==> src/rtl/mips_multicycle_control.sv <==
// Multicycle MIPS control FSM: sequences fetch/decode/execute/memory/write-back and drives datapath strobes.
// Optional beq support is enabled by defining MC_BRANCH_EN; otherwise opcode 000100 decodes as illegal.
module mips_multicycle_control #(
  parameter int ALU_W = 3
) (
  input  logic             clk,
  input  logic             rst_n,
  input  logic             instr_valid,
  input  logic [5:0]       opcode,
  input  logic [5:0]       funct,
  input  logic             zero_flag,
  output logic [ALU_W-1:0] ALUControl,
  output logic             RegWrite,
  output logic             MemWrite,
  output logic             ALUSrc,
  output logic             RegDst,
  output logic             MemtoReg,
  output logic             ir_write,
  output logic             pc_write,
  output logic             pc_src,
  output logic             retire,
  output logic             illegal
);

`ifdef MC_BRANCH_EN
  typedef enum logic [3:0] {
    S_FETCH, S_DECODE, S_MEMADR, S_MEMRD, S_MEMWB, S_MEMWR,
    S_EXEC, S_ALUWB, S_IMMEX, S_IMMWB, S_BRANCH
  } state_t;
`else
  typedef enum logic [3:0] {
    S_FETCH, S_DECODE, S_MEMADR, S_MEMRD, S_MEMWB, S_MEMWR,
    S_EXEC, S_ALUWB, S_IMMEX, S_IMMWB
  } state_t;
`endif

  localparam logic [5:0] OP_RTYPE = 6'b000000;
  localparam logic [5:0] OP_LW    = 6'b100011;
  localparam logic [5:0] OP_SW    = 6'b101011;
  localparam logic [5:0] OP_ADDI  = 6'b001000;
`ifdef MC_BRANCH_EN
  localparam logic [5:0] OP_BEQ   = 6'b000100;
`endif

  localparam logic [5:0] FN_ADD = 6'b100000;
  localparam logic [5:0] FN_SUB = 6'b100010;
  localparam logic [5:0] FN_AND = 6'b100100;
  localparam logic [5:0] FN_OR  = 6'b100101;
  localparam logic [5:0] FN_SLT = 6'b101010;

  localparam logic [ALU_W-1:0] ALU_ADD = ALU_W'(3'b010);
  localparam logic [ALU_W-1:0] ALU_SUB = ALU_W'(3'b110);
  localparam logic [ALU_W-1:0] ALU_AND = ALU_W'(3'b000);
  localparam logic [ALU_W-1:0] ALU_OR  = ALU_W'(3'b001);
  localparam logic [ALU_W-1:0] ALU_SLT = ALU_W'(3'b111);

  state_t           state_reg, state_next;
  logic [ALU_W-1:0] alu_op_reg, alu_op_next;
  logic             is_lw_reg, is_lw_next;

  logic [ALU_W-1:0] funct_alu;
  logic             funct_ok;
  logic             fetch_accept;

`ifndef MC_BRANCH_EN
  // zero_flag only matters to the branch path
  logic unused_zero;
  assign unused_zero = zero_flag;
`endif

  // Fetch is also suppressed while reset is held so no IR/PC load leaks out.
  assign fetch_accept = instr_valid && rst_n;

  always_comb begin
    funct_alu = ALU_ADD;
    funct_ok  = 1'b1;
    case (funct)
      FN_ADD:  funct_alu = ALU_ADD;
      FN_SUB:  funct_alu = ALU_SUB;
      FN_AND:  funct_alu = ALU_AND;
      FN_OR:   funct_alu = ALU_OR;
      FN_SLT:  funct_alu = ALU_SLT;
      default: funct_ok  = 1'b0;
    endcase
  end

  always_ff @(posedge clk or negedge rst_n) begin
    if (!rst_n) begin
      state_reg  <= S_FETCH;
      alu_op_reg <= ALU_ADD;
      is_lw_reg  <= 1'b0;
    end else begin
      state_reg  <= state_next;
      alu_op_reg <= alu_op_next;
      is_lw_reg  <= is_lw_next;
    end
  end

  always_comb begin
    state_next  = state_reg;
    alu_op_next = alu_op_reg;
    is_lw_next  = is_lw_reg;
    ALUControl  = '0;
    RegWrite    = 1'b0;
    MemWrite    = 1'b0;
    ALUSrc      = 1'b0;
    RegDst      = 1'b0;
    MemtoReg    = 1'b0;
    ir_write    = 1'b0;
    pc_write    = 1'b0;
    pc_src      = 1'b0;
    retire      = 1'b0;
    illegal     = 1'b0;

    case (state_reg)
      S_FETCH: begin
        if (fetch_accept) begin
          ir_write   = 1'b1;
          pc_write   = 1'b1;
          state_next = S_DECODE;
        end
      end

      S_DECODE: begin
        // ALU op and lw/sw choice are latched here so later states need not re-decode.
        alu_op_next = funct_alu;
        is_lw_next  = (opcode == OP_LW);
        case (opcode)
          OP_LW, OP_SW: state_next = S_MEMADR;
          OP_RTYPE: begin
            if (funct_ok) begin
              state_next = S_EXEC;
            end else begin
              illegal    = 1'b1;
              state_next = S_FETCH;
            end
          end
          OP_ADDI: state_next = S_IMMEX;
`ifdef MC_BRANCH_EN
          OP_BEQ:  state_next = S_BRANCH;
`endif
          default: begin
            illegal    = 1'b1;
            state_next = S_FETCH;
          end
        endcase
      end

      S_MEMADR: begin
        ALUSrc     = 1'b1;
        ALUControl = ALU_ADD;
        state_next = is_lw_reg ? S_MEMRD : S_MEMWR;
      end

      S_MEMRD: begin
        ALUSrc     = 1'b1;
        ALUControl = ALU_ADD;
        state_next = S_MEMWB;
      end

      S_MEMWB: begin
        RegWrite   = 1'b1;
        MemtoReg   = 1'b1;
        retire     = 1'b1;
        state_next = S_FETCH;
      end

      S_MEMWR: begin
        MemWrite   = 1'b1;
        ALUSrc     = 1'b1;
        ALUControl = ALU_ADD;
        retire     = 1'b1;
        state_next = S_FETCH;
      end

      S_EXEC: begin
        ALUControl = alu_op_reg;
        state_next = S_ALUWB;
      end

      S_ALUWB: begin
        ALUControl = alu_op_reg;
        RegWrite   = 1'b1;
        RegDst     = 1'b1;
        retire     = 1'b1;
        state_next = S_FETCH;
      end

      S_IMMEX: begin
        ALUSrc     = 1'b1;
        ALUControl = ALU_ADD;
        state_next = S_IMMWB;
      end

      S_IMMWB: begin
        RegWrite   = 1'b1;
        retire     = 1'b1;
        state_next = S_FETCH;
      end

`ifdef MC_BRANCH_EN
      S_BRANCH: begin
        ALUControl = ALU_SUB;
        pc_src     = 1'b1;
        pc_write   = zero_flag;
        retire     = 1'b1;
        state_next = S_FETCH;
      end
`endif

      default: state_next = S_FETCH;
    endcase
  end

endmodule

==> config.mk <==
export PLATFORM = sky130hd
export DESIGN_NAME = mips_multicycle_control
export DESIGN_NICKNAME = d
export VERILOG_FILES = /design/src/rtl/mips_multicycle_control.sv
export SDC_FILE = /design/constraint.sdc
export NUM_CORES = 1
export LEC_CHECK = 0
export ABC_AREA = 0
export CAP_MARGIN = 20
export CORE_MARGIN = 4
export CORE_UTILIZATION = 42
export CTS_CLUSTER_DIAMETER = 50
export DETAILED_ROUTE_END_ITERATION = 16
export PLACE_DENSITY = 0.87
export SLEW_MARGIN = 20
export SYNTH_ARGS = -nofsm -noshare
export SYNTH_HDL_FRONTEND = slang
export SYNTH_SLANG_ARGS = --single-unit
export TNS_END_PERCENT = 30
==> constraint.sdc <==
create_clock -name clk -period 4 [get_ports clk]
set_clock_uncertainty 0.15 [all_clocks]
set_input_delay 0.6 -clock clk [delete_from_list [all_inputs] [get_ports clk]]
set_output_delay 0.6 -clock clk [all_outputs]
set_load 0.1 [all_outputs]
==> metrics.yaml <==
clock_network:
  cts_root_buf: "clkbuf_4"
  cts_buffers: 3
  cts_tree: "done"
  clock_sinks: 8
  ctsHtreeMaxLevel: 1
  cts_hold_buf: 0
  clockBufferDepth: 2
  clock_latency_ps: 260
  post-cts-setup-buffers: 0
  cts_resized: 0
  clk_pin_slew_ps: 60
pwr:
  peakVddDrop_mv: 0.1756
  p_leak_nw: 0.3681
  powerDensity_mw_per_mm2: 259.9
route:
  drt-total-wl_mm: 1.519
  ant_nets: 0
  first_pass_iters: 4
  vias: 668
  routed-wl-met3_microns: 136
  top_layer: "met4"
  drc: 0
  avgViaCountPerCell: 5.567
  wl_per_cell_microns: 12.66
  wl_met1_microns: 630
  drt-initial-drc-count: 20
  route.met2.wl_microns: 709
timing:
  rsz0062_at_grt: "false"
  slew_violations: 0
  fmax_ghz: 0.3240
  finalHoldViolCount: 0
  period_needed_ps: 3087
  finalCritPeriodShare_pct: 77.17
  final.setup.tns_ps: 0
  worstMarginPinSlew_ps: 967.5
  setup_violations: 0
  max_slew_margin_pct: 35.30
worst_hold_path:
  hold_class: "reg -> reg"
  hold_depth: 2
global_route:
  grt_first_pass_wirelength_mm: 2.373
  grt_pass1_vias: 566
  grt_max_degree: 17
  grt_overflow_total: 0
  grt_antenna_before_repair: 0
  track_usage_pct: 15.31
synthesis:
  synth_area_per_cell_sq_um: 7.742
  syn_nets: 96
  seq_area_frac_synth_pct: 32.53
  synth_cell_types: 34
  ys_warn_count: 0
  syn_inst: 80
  yosys_register_bits: 8
  synth_area_sq_um: 619.3
finish:
  largest_reg_flops: 4
  n_fill_cell: 129
  syn2layout_area_growth_pct: 41.62
  drive_above_1_share_pct: 13.33
  nets: 122
  fin_area_sq_um: 877.1
  n_antenna_cell: 0
critical_path:
  criticalPathCategory: "reg -> out"
  path_max_fanout: 11
  end_kind: "output pin"
  reg2reg_depth: 3
  critPathRequiredTime_ps: 3250
  cp-start-kind: "register"
  critPathArrivalTime_ps: 2340
floorplan:
  core_sq_mm: 0.001350
  start_util_pct: 45.88
  die_height_microns: 46.40
  dieArea_sq_mm: 0.002153
  placementRows: 13
  io_pins: 29
  fp.dieW_microns: 46.40
placement:
  port_buffers: 26
  dp_hpwl_mm: 1.218
  gp_congestion: 0.7757
  dpl_cell_area_sq_um: 850.8
run:
  maxCapViolations: 0
status:
  run_status: "complete, no violations"
[cell usage in the layout (no fill, tap or decap)]
cell type        synthesis  routed
a2111oi_2                1       1
a211oi_1                 1       1
a21o_1                   1       1
a21oi_1                  4       4
a221oi_2                 1       1
a31oi_1                  1       1
a32oi_1                  1       1
and2_1                   1       1
and3_1                   3       3
and3b_1                  1       1
and4_1                   1       1
buf_4                    2       8
clkbuf_1                 2       1
clkbuf_4                 0       3
clkdlybuf4s50_1          0      18
conb_1                   1       1
dfrtp_1                  7       7
dfstp_2                  1       1
inv_1                    4       4
mux2i_1                  1       1
nand2_1                  6       6
nand2b_1                 7       7
nand3_1                  2       2
nand4_1                  2       2
nor2_1                  10      10
nor2b_1                  1       1
nor3_1                   4       4
nor4_1                   1       1
nor4b_1                  1       1
o21ai_0                  4       4
o22ai_1                  1       1
o31ai_1                  2       2
o32ai_1                  1       1
o41ai_1                  1       1
or2_1                    2       2
[metal layers]
layer	vias to the layer above	GRT usage (%)
li1	339	-
met2	31	23.90
met3	6	3.125
met4	0	9.091
met5	-	0
met1	292	19.15
[logic make-up (layout without fill, tap and decap cells)]
group                  after synthesis  count (layout)  share of synthesized area, %
muxes                                1               1                         1.616
other                                1               1                        0.6055
AOI/OAI and AO/OA                   19              19                         22.43
and+or+nand+nor                     42              42                         35.96
buffers and inverters                9              34                         6.867
DFF                                  8               8                         32.53
[metrics by stage]
stage                     hold slack (ps)  power [mW]  setup slack [ps]  util [%]  cells
after global placement              305.3      0.1554              1132     63.02    116
after floorplan                     154.4      0.1333             241.0         -     80
after CTS                           329.3      0.2264             913.8     64.97    120
final                               325.2      0.2280             913.2     64.97    120
after detailed placement            316.4      0.1572              1103     63.02    116
after global routing                370.6      0.2354             775.1     64.97    120
[report_power, final]
group | internal, mW | switching, mW | total [mW]
logic | 0.0229 | 0.0406 | 0.0636
clock network | 0.0386 | 0.0341 | 0.0727
registers | 0.0865 | 0.00527 | 0.0917
[final timing paths]
check	from	end	slack, ps
setup / recovery	state_reg[2]	ALUControl[0]	910
hold / removal	alu_op_reg[2]	alu_op_reg[2]	330
setup reg to reg	state_reg[1]	alu_op_reg[2]	2390
hold reg to reg	alu_op_reg[2]	alu_op_reg[2]	330
max in group asynchronous	rst_n	alu_op_reg[1]	2900
min in group asynchronous	rst_n	state_reg[1]	480
[worst max-delay path: stages, from the launching register on]
cell and delay [ps]:
dfrtp_1 490, nor2b_1 270, and3_1 180, clkdlybuf4s50_1 1120
[cell type report]
type | instances | area (sq um) | share of cell area, %
clock buffer | 4 | 26.28 | 2.996
inverter | 4 | 15.01 | 1.712
multi-input combinational | 63 | 375.4 | 42.80
sequential | 8 | 201.4 | 22.97
tap | 15 | 18.77 | 2.140
timing repair buffer | 26 | 240.2 | 27.39
[Yosys cell counts]
cell / count / area share [%]
a211oi_1: 1 / 1.2
o32ai_1: 1 / 1.4
buf_2: 1 / 0.81
nor3_1: 4 / 3.2
a21oi_1: 4 / 3.2
dfstp_2: 1 / 4.2
dfrtp_1: 7 / 28
and3b_1: 1 / 1.4
nor2b_1: 1 / 1.0
a21o_1: 1 / 1.2
or2_1: 2 / 2.0
nand2_1: 6 / 3.6
nor4b_1: 1 / 1.4
clkbuf_1: 2 / 1.2
nand2b_1: 7 / 7.1
conb_1: 1 / 0.61
buf_4: 2 / 2.4
o22ai_1: 1 / 1.0
o21ai_0: 4 / 3.2
and3_1: 3 / 3.0
o41ai_1: 1 / 1.4
nor2_1: 10 / 6.1
mux2i_1: 1 / 1.6
a32oi_1: 1 / 1.4
inv_1: 4 / 2.4
nand3_1: 2 / 1.6
a2111oi_2: 1 / 2.4
and4_1: 1 / 1.4
a31oi_1: 1 / 1.0
and2_1: 1 / 1.0
nand4_1: 2 / 2.0
o31ai_1: 2 / 2.4
nor4_1: 1 / 1.0
a221oi_2: 1 / 2.4
No activity file was read; power rests on OpenSTA's default activity.
==> RTL edit 1: new RTL, same settings <==
Add a define of `MC_BRANCH_EN`.
--- a/src/rtl/mips_multicycle_control.sv
+++ b/src/rtl/mips_multicycle_control.sv
@@ -1,5 +1,7 @@
 // Multicycle MIPS control FSM: sequences fetch/decode/execute/memory/write-back and drives datapath strobes.
 // Optional beq support is enabled by defining MC_BRANCH_EN; otherwise opcode 000100 decodes as illegal.
+`define MC_BRANCH_EN
+
 module mips_multicycle_control #(
   parameter int ALU_W = 3
 ) (
Behaviour: not the same (a bounded check fails within 4 cycles, from zero or initial values and one cycle with rst_n low).
==> RTL edit 1 against the unedited design <==
  * Sequential cell count is the same
  * Via count increased by 11%
  * Routed wire length grew 9.0%
  * Area after synthesis is 13% higher
  * Synthesized cell count increased by 14%
  * Combinational power grew 45%
  * First-iteration DRC count decreased by 40%
  * Cell area rose by 10%
  * Sequential power rose by 7.4%
  * Worst setup slack better by 0.021 ns
  * Total power rose by 12%
  * Hold slack gained 0.0085 ns
==> RTL edit 1: results (changes against the unedited design) <==
** Outcome
- Status :: completed

** Critical path
- Maximum fanout along the worst path :: 15 (+4)
- CP max stage delay :: 1.13 ns
- The arrival time at the worst endpoint was 2.32 ns (-0.02 ns).
- Critical Path Start Type :: register
- Highest-delay cell along the critical path :: sky130_fd_sc_hd__clkdlybuf4s50_1
- The internal reg-to-reg setup slack is 2.21 ns (-0.18 ns).

** Layout
- Number of inserted diodes :: 0 (unchanged)
- The number of nets in the layout was 134 (+9.8%).
- The share of layout cells above drive strength 1 was 19.7% (+6.3 points).
- Number of flip-flops in the largest register :: 4 (unchanged)

** STA
- The slew at the pin closest to its max-slew limit came to 0.966 ns (-0.00168 ns).
- The post-route clock period utilization is 76.6% (-0.53 points).
- The number of pins exceeding their max-slew limit in the final report is 0 (unchanged).
- Worst hold slack after final layout :: 0.334 ns (+0.00851 ns)

** Placed design
- Final HPWL DP :: 1290 um (+5.7%)
- Worst slack after detailed placement :: 1.07 ns (-0.0319 ns)
- Total placed instance area :: 938 sq um (+10%)
- The number of buffers added on ports was 28 (+7.7%).
- The global placement routability congestion is 0.764 (-1.5%).

** Global routing
- The number of antenna violations at the first check in global routing was 0 (unchanged).
- Wire length of the first global-routing pass :: 2890 um (+22%)
- The overall track demand over capacity in global routing is 15.2% (-0.12 points).
- The largest net degree at the start of global routing was 17 (unchanged).
- The number of global-route vias before repair came to 718 (+27%).

** Clock tree
- The insertion delay to the later sink of the worst-skew pair was 0.26 ns (about the same).
- Clock tree root buffer cell :: sky130_fd_sc_hd__clkbuf_4
- Htree depth :: 1 (unchanged)
- The maximum number of buffers from clock root to sink came to 2 (unchanged).
- Number of buffers inserted during clock tree synthesis :: 3 (unchanged)
- The number of buffers inserted to repair setup after CTS came to 0 (unchanged).
- Post-cts sizing count :: 0 (unchanged)
- The clock transition at the registers of the reported paths came to 0.04 ns (-0.02 ns).

** Synthesis
- By count the netlist is led by sky130_fd_sc_hd__nor2_1 (11), sky130_fd_sc_hd__nand2_1 (10), sky130_fd_sc_hd__o21ai_0 (8).
- The sequential cell area fraction in the yosys report is 28.9% (-3.7 points).
- Fraction of registers with async set or reset after synthesis :: 100% (unchanged)
- The number of cells produced by synthesis was 91 (+14%).
- The net count of the mapped netlist is 107 (+11%).
- By area the synthesized netlist is led by sky130_fd_sc_hd__dfrtp_1 (25%), sky130_fd_sc_hd__nor2_1 (5.9%), sky130_fd_sc_hd__o21ai_0 (5.7%), sky130_fd_sc_hd__nand2_1 (5.4%), sky130_fd_sc_hd__dfstp_2 (3.8%).
- The number of warnings reported in the yosys synthesis log came to 0 (unchanged).
- Distinct cell type count of the synthesized netlist :: 31 (-8.8%)

** Route
- The initial detailed-routing violation count came to 12 (-40%).
- The overall via count from detail_route came to 743 (+11%).
- The detailed-route vias per instance was 5.59 (+0.36%).
- The sum of routed wire length over all layers was 1660 um (+9.0%).
- Total iterations of the first detailed-routing run :: 4 (unchanged)

** Hold path
- Worst min path class :: register to register

** Power and ir drop
- The peak supply drop is 0.129 mV (-26%).
- Leakage power :: 0.398 nW (+8.3%)
RTL edit 1: area by class of cell:
class,instances,area [sq um]
sequential,8,201
inverter,3,11.3
tap,16,20.0
fill,156,577
clock buffer,4,26.3
multi-input combinational,74,453
timing repair buffer,28,253
RTL edit 1: layer usage:
metal	routed length, um	track usage [%]	vias up	part of all wire, %
li1	-	-	382	-
met1	747	16.9	328	45
met2	742	24.3	30	45
met3	129	3.36	3	7.8
met4	36	12.6	0	2.2
met5	0	0	-	0
RTL edit 1: worst paths after layout:
kind / from / end / depth (start not counted)
worst max-delay path: state_reg[3] / MemWrite / 3
worst min-delay path: alu_op_reg[0] / alu_op_reg[0] / 2
worst max register to register: state_reg[1] / alu_op_reg[2] / 3
worst min register to register: alu_op_reg[0] / alu_op_reg[0] / 2
max in group asynchronous: rst_n / alu_op_reg[1] / 1
min in group asynchronous: rst_n / state_reg[0] / 1
RTL edit 1: critical path: cells and delay by family, from the launching register on:
kind | cells | cell delay [ns]
DFF | 1 | 0.53
buffers and inverters | 1 | 1.13
and+or+nand+nor | 2 | 0.40
RTL edit 1: kinds of logic after synthesis:
group | count (synthesis) | share of synthesized area, %
flops | 8 | 28.9
compound gates | 26 | 26.5
xor+xnor | 2 | 2.51
simple gates | 46 | 34.9
buf+inv | 9 | 7.17
RTL edit 1: power breakdown:
group	leakage, nW	switching (mW)	internal [mW]
Sequential	0.107	0.00917	0.0893
Combinational	0.276	0.0594	0.0330
Clock	0.0150	0.0269	0.0381
==> RTL edit 2: new RTL, same flow settings <==
Made on the original files. Reset style: synchronous (`rst_n`), changed in one clocked block.
--- a/src/rtl/mips_multicycle_control.sv
+++ b/src/rtl/mips_multicycle_control.sv
@@ -84,7 +84,7 @@
     endcase
   end
 
-  always_ff @(posedge clk or negedge rst_n) begin
+  always_ff @(posedge clk) begin
     if (!rst_n) begin
       state_reg  <= S_FETCH;
       alu_op_reg <= ALU_ADD;
Check against the original RTL: differs if rst_n is asserted again (counterexample within 4 cycles, from zero or initial values and one cycle with rst_n low); with rst_n held inactive, the same outputs for 10 cycles.
==> RTL edit 2 against the unedited design <==
  * Worst setup slack improved by 0.040 ns
  * Total power fell by 10%
  * Final cell count down 0.83%
  * Sequential cell count stayed put
  * Critical path depth is the same
  * Hold slack improved by 0.034 ns
  * Sequential power fell by 8.1%
  * Cell area is 2.7% lower
  * Combinational power is 9.0% lower
  * Routed wire length rose by 9.8%
  * Area after synthesis is 1.4% lower
  * Register-to-register slack lost 0.21 ns
==> RTL edit 2: results (changes against the unedited design) <==
** STA
- The worst-case headroom to the max-slew limit is 35.6% (+0.33 points).

** Global routing
- Number of global-route vias before repair :: 678 (+20%)
- Wire length of the first global-routing pass :: 2710 um (+14%)
- The largest net degree at the start of global routing is 15 (-2).
- The overall track demand over capacity in global routing came to 18.0% (+2.7 points).

** Placed design
- Final HPWL DP :: 1340 um (+10%)
- Final weighted congestion of routability-driven global placement :: 0.803 (+3.6%)

** Synthesis
- Fraction of the yosys area taken by sequential cells :: 26.2% (-6.3 points)
- The net count of the mapped netlist came to 98 (+2.1%).
- The share of flip-flops with an asynchronous set or reset after synthesis came to 0% (-100 points).
- After synthesis, the cell types taking the most area are sky130_fd_sc_hd__dfxtp_1 (26%), sky130_fd_sc_hd__nor2_1 (5.5%), sky130_fd_sc_hd__nand2_1 (4.9%), sky130_fd_sc_hd__nand2b_1 (4.1%), sky130_fd_sc_hd__mux2_2 (3.7%).
- Commonest cells in the netlist :: sky130_fd_sc_hd__nor2_1 (9), sky130_fd_sc_hd__dfxtp_1 (8), sky130_fd_sc_hd__nand2_1 (8)
- Distinct cell type count of the synthesized netlist :: 35 (+2.9%)

** Route
- Total wire length :: 1670 um (+9.8%)
- The detailed-route vias per instance came to 5.68 (+2.0%).

** Hold path
- Startpoint of the most critical hold path :: alu_op_reg[1]
- Worst Hold Endpoint :: alu_op_reg[1]

** Outcome
- The run finished with clean final reports.

** Power and ir drop
- IR Drop Worst-Case VDD :: 0.131 mV (-25%)
- The reported leakage power came to 0.330 nW (-10%).

** Layout
- Layout cells sized above 1 :: 20.2% (+6.9 points)

** Critical path
- Maximum fanout along the worst path :: 14 (+3)
- Worst path arrival time :: 2.30 ns (-0.04 ns)
- Flop-to-flop setup slack :: 2.18 ns (-0.21 ns)
- The startpoint identified for the worst register-to-register timing path is state_reg[0].
- The count of cells along the worst register-to-register path is 4 (+1).
- The endpoint identified for the worst register-to-register timing path is state_reg[2].
RTL edit 2: layout make-up:
cell class | instances | area [sq um]
fillers | 141 | 480
flip-flops and latches | 8 | 160
clock buffers | 3 | 22.5
well taps | 15 | 18.8
inverters | 1 | 3.75
repair buffers | 26 | 233
multi-input cells | 66 | 415
RTL edit 2: cells by family after synthesis:
kind of cell	Yosys count	share of synthesized area, %
flip-flops	8	26.2
AO/OA/AOI/OAI	16	18.9
XOR/XNOR	1	1.43
other	1	0.614
multiplexers	2	3.69
AND/OR/NAND/NOR	46	42.2
buffers and inverters	8	6.97
RTL edit 2: worst max-delay path: cells and delay by family (launching register included):
kind                   cells  cell delay [ns]
buffers and inverters      1             1.13
flip-flops                 1             0.59
AND/OR/NAND/NOR            2             0.31
RTL edit 2: how the worst max path moves through the flow:
stage / startpoint / endpoint / depth (start not counted)
2_1_floorplan: state_reg[3] / ALUControl[1] / 4
3_3_place_gp: funct[2] / illegal / 6
3_5_place_dp: funct[2] / illegal / 6
4_1_cts: state_reg[2] / RegDst / 3
5_1_grt: state_reg[2] / RegDst / 3
6_report: state_reg[2] / RegDst / 3
RTL edit 2: metrics by stage:
| step | worst slack, ns | cells | instance area (sq um) |
|---|---|---|---|
| floorplan | -0.551 | 82 | 618 |
| global placement | 1.11 | 116 | 831 |
| detailed placement | 1.08 | 116 | 831 |
| CTS | 0.956 | 119 | 853 |
| global route | 0.839 | 119 | 853 |
| finish | 0.954 | 119 | 853 |
RTL edit 2: per-layer routing:
layer	vias up	wire length, um	track usage [%]	part of all wire, %
met2	27	847	34.3	51
met4	0	31	8.52	1.9
li1	343	-	-	-
met3	6	128	3.91	7.7
met1	300	661	17.9	40
met5	-	0	0	0
RTL edit 2: power breakdown:
part | internal, mW | switching [mW] | total [mW]
logic | 0.0220 | 0.0359 | 0.0579
registers | 0.0810 | 0.00338 | 0.0843
clock network | 0.0344 | 0.0279 | 0.0623
total | 0.137 | 0.0672 | 0.205
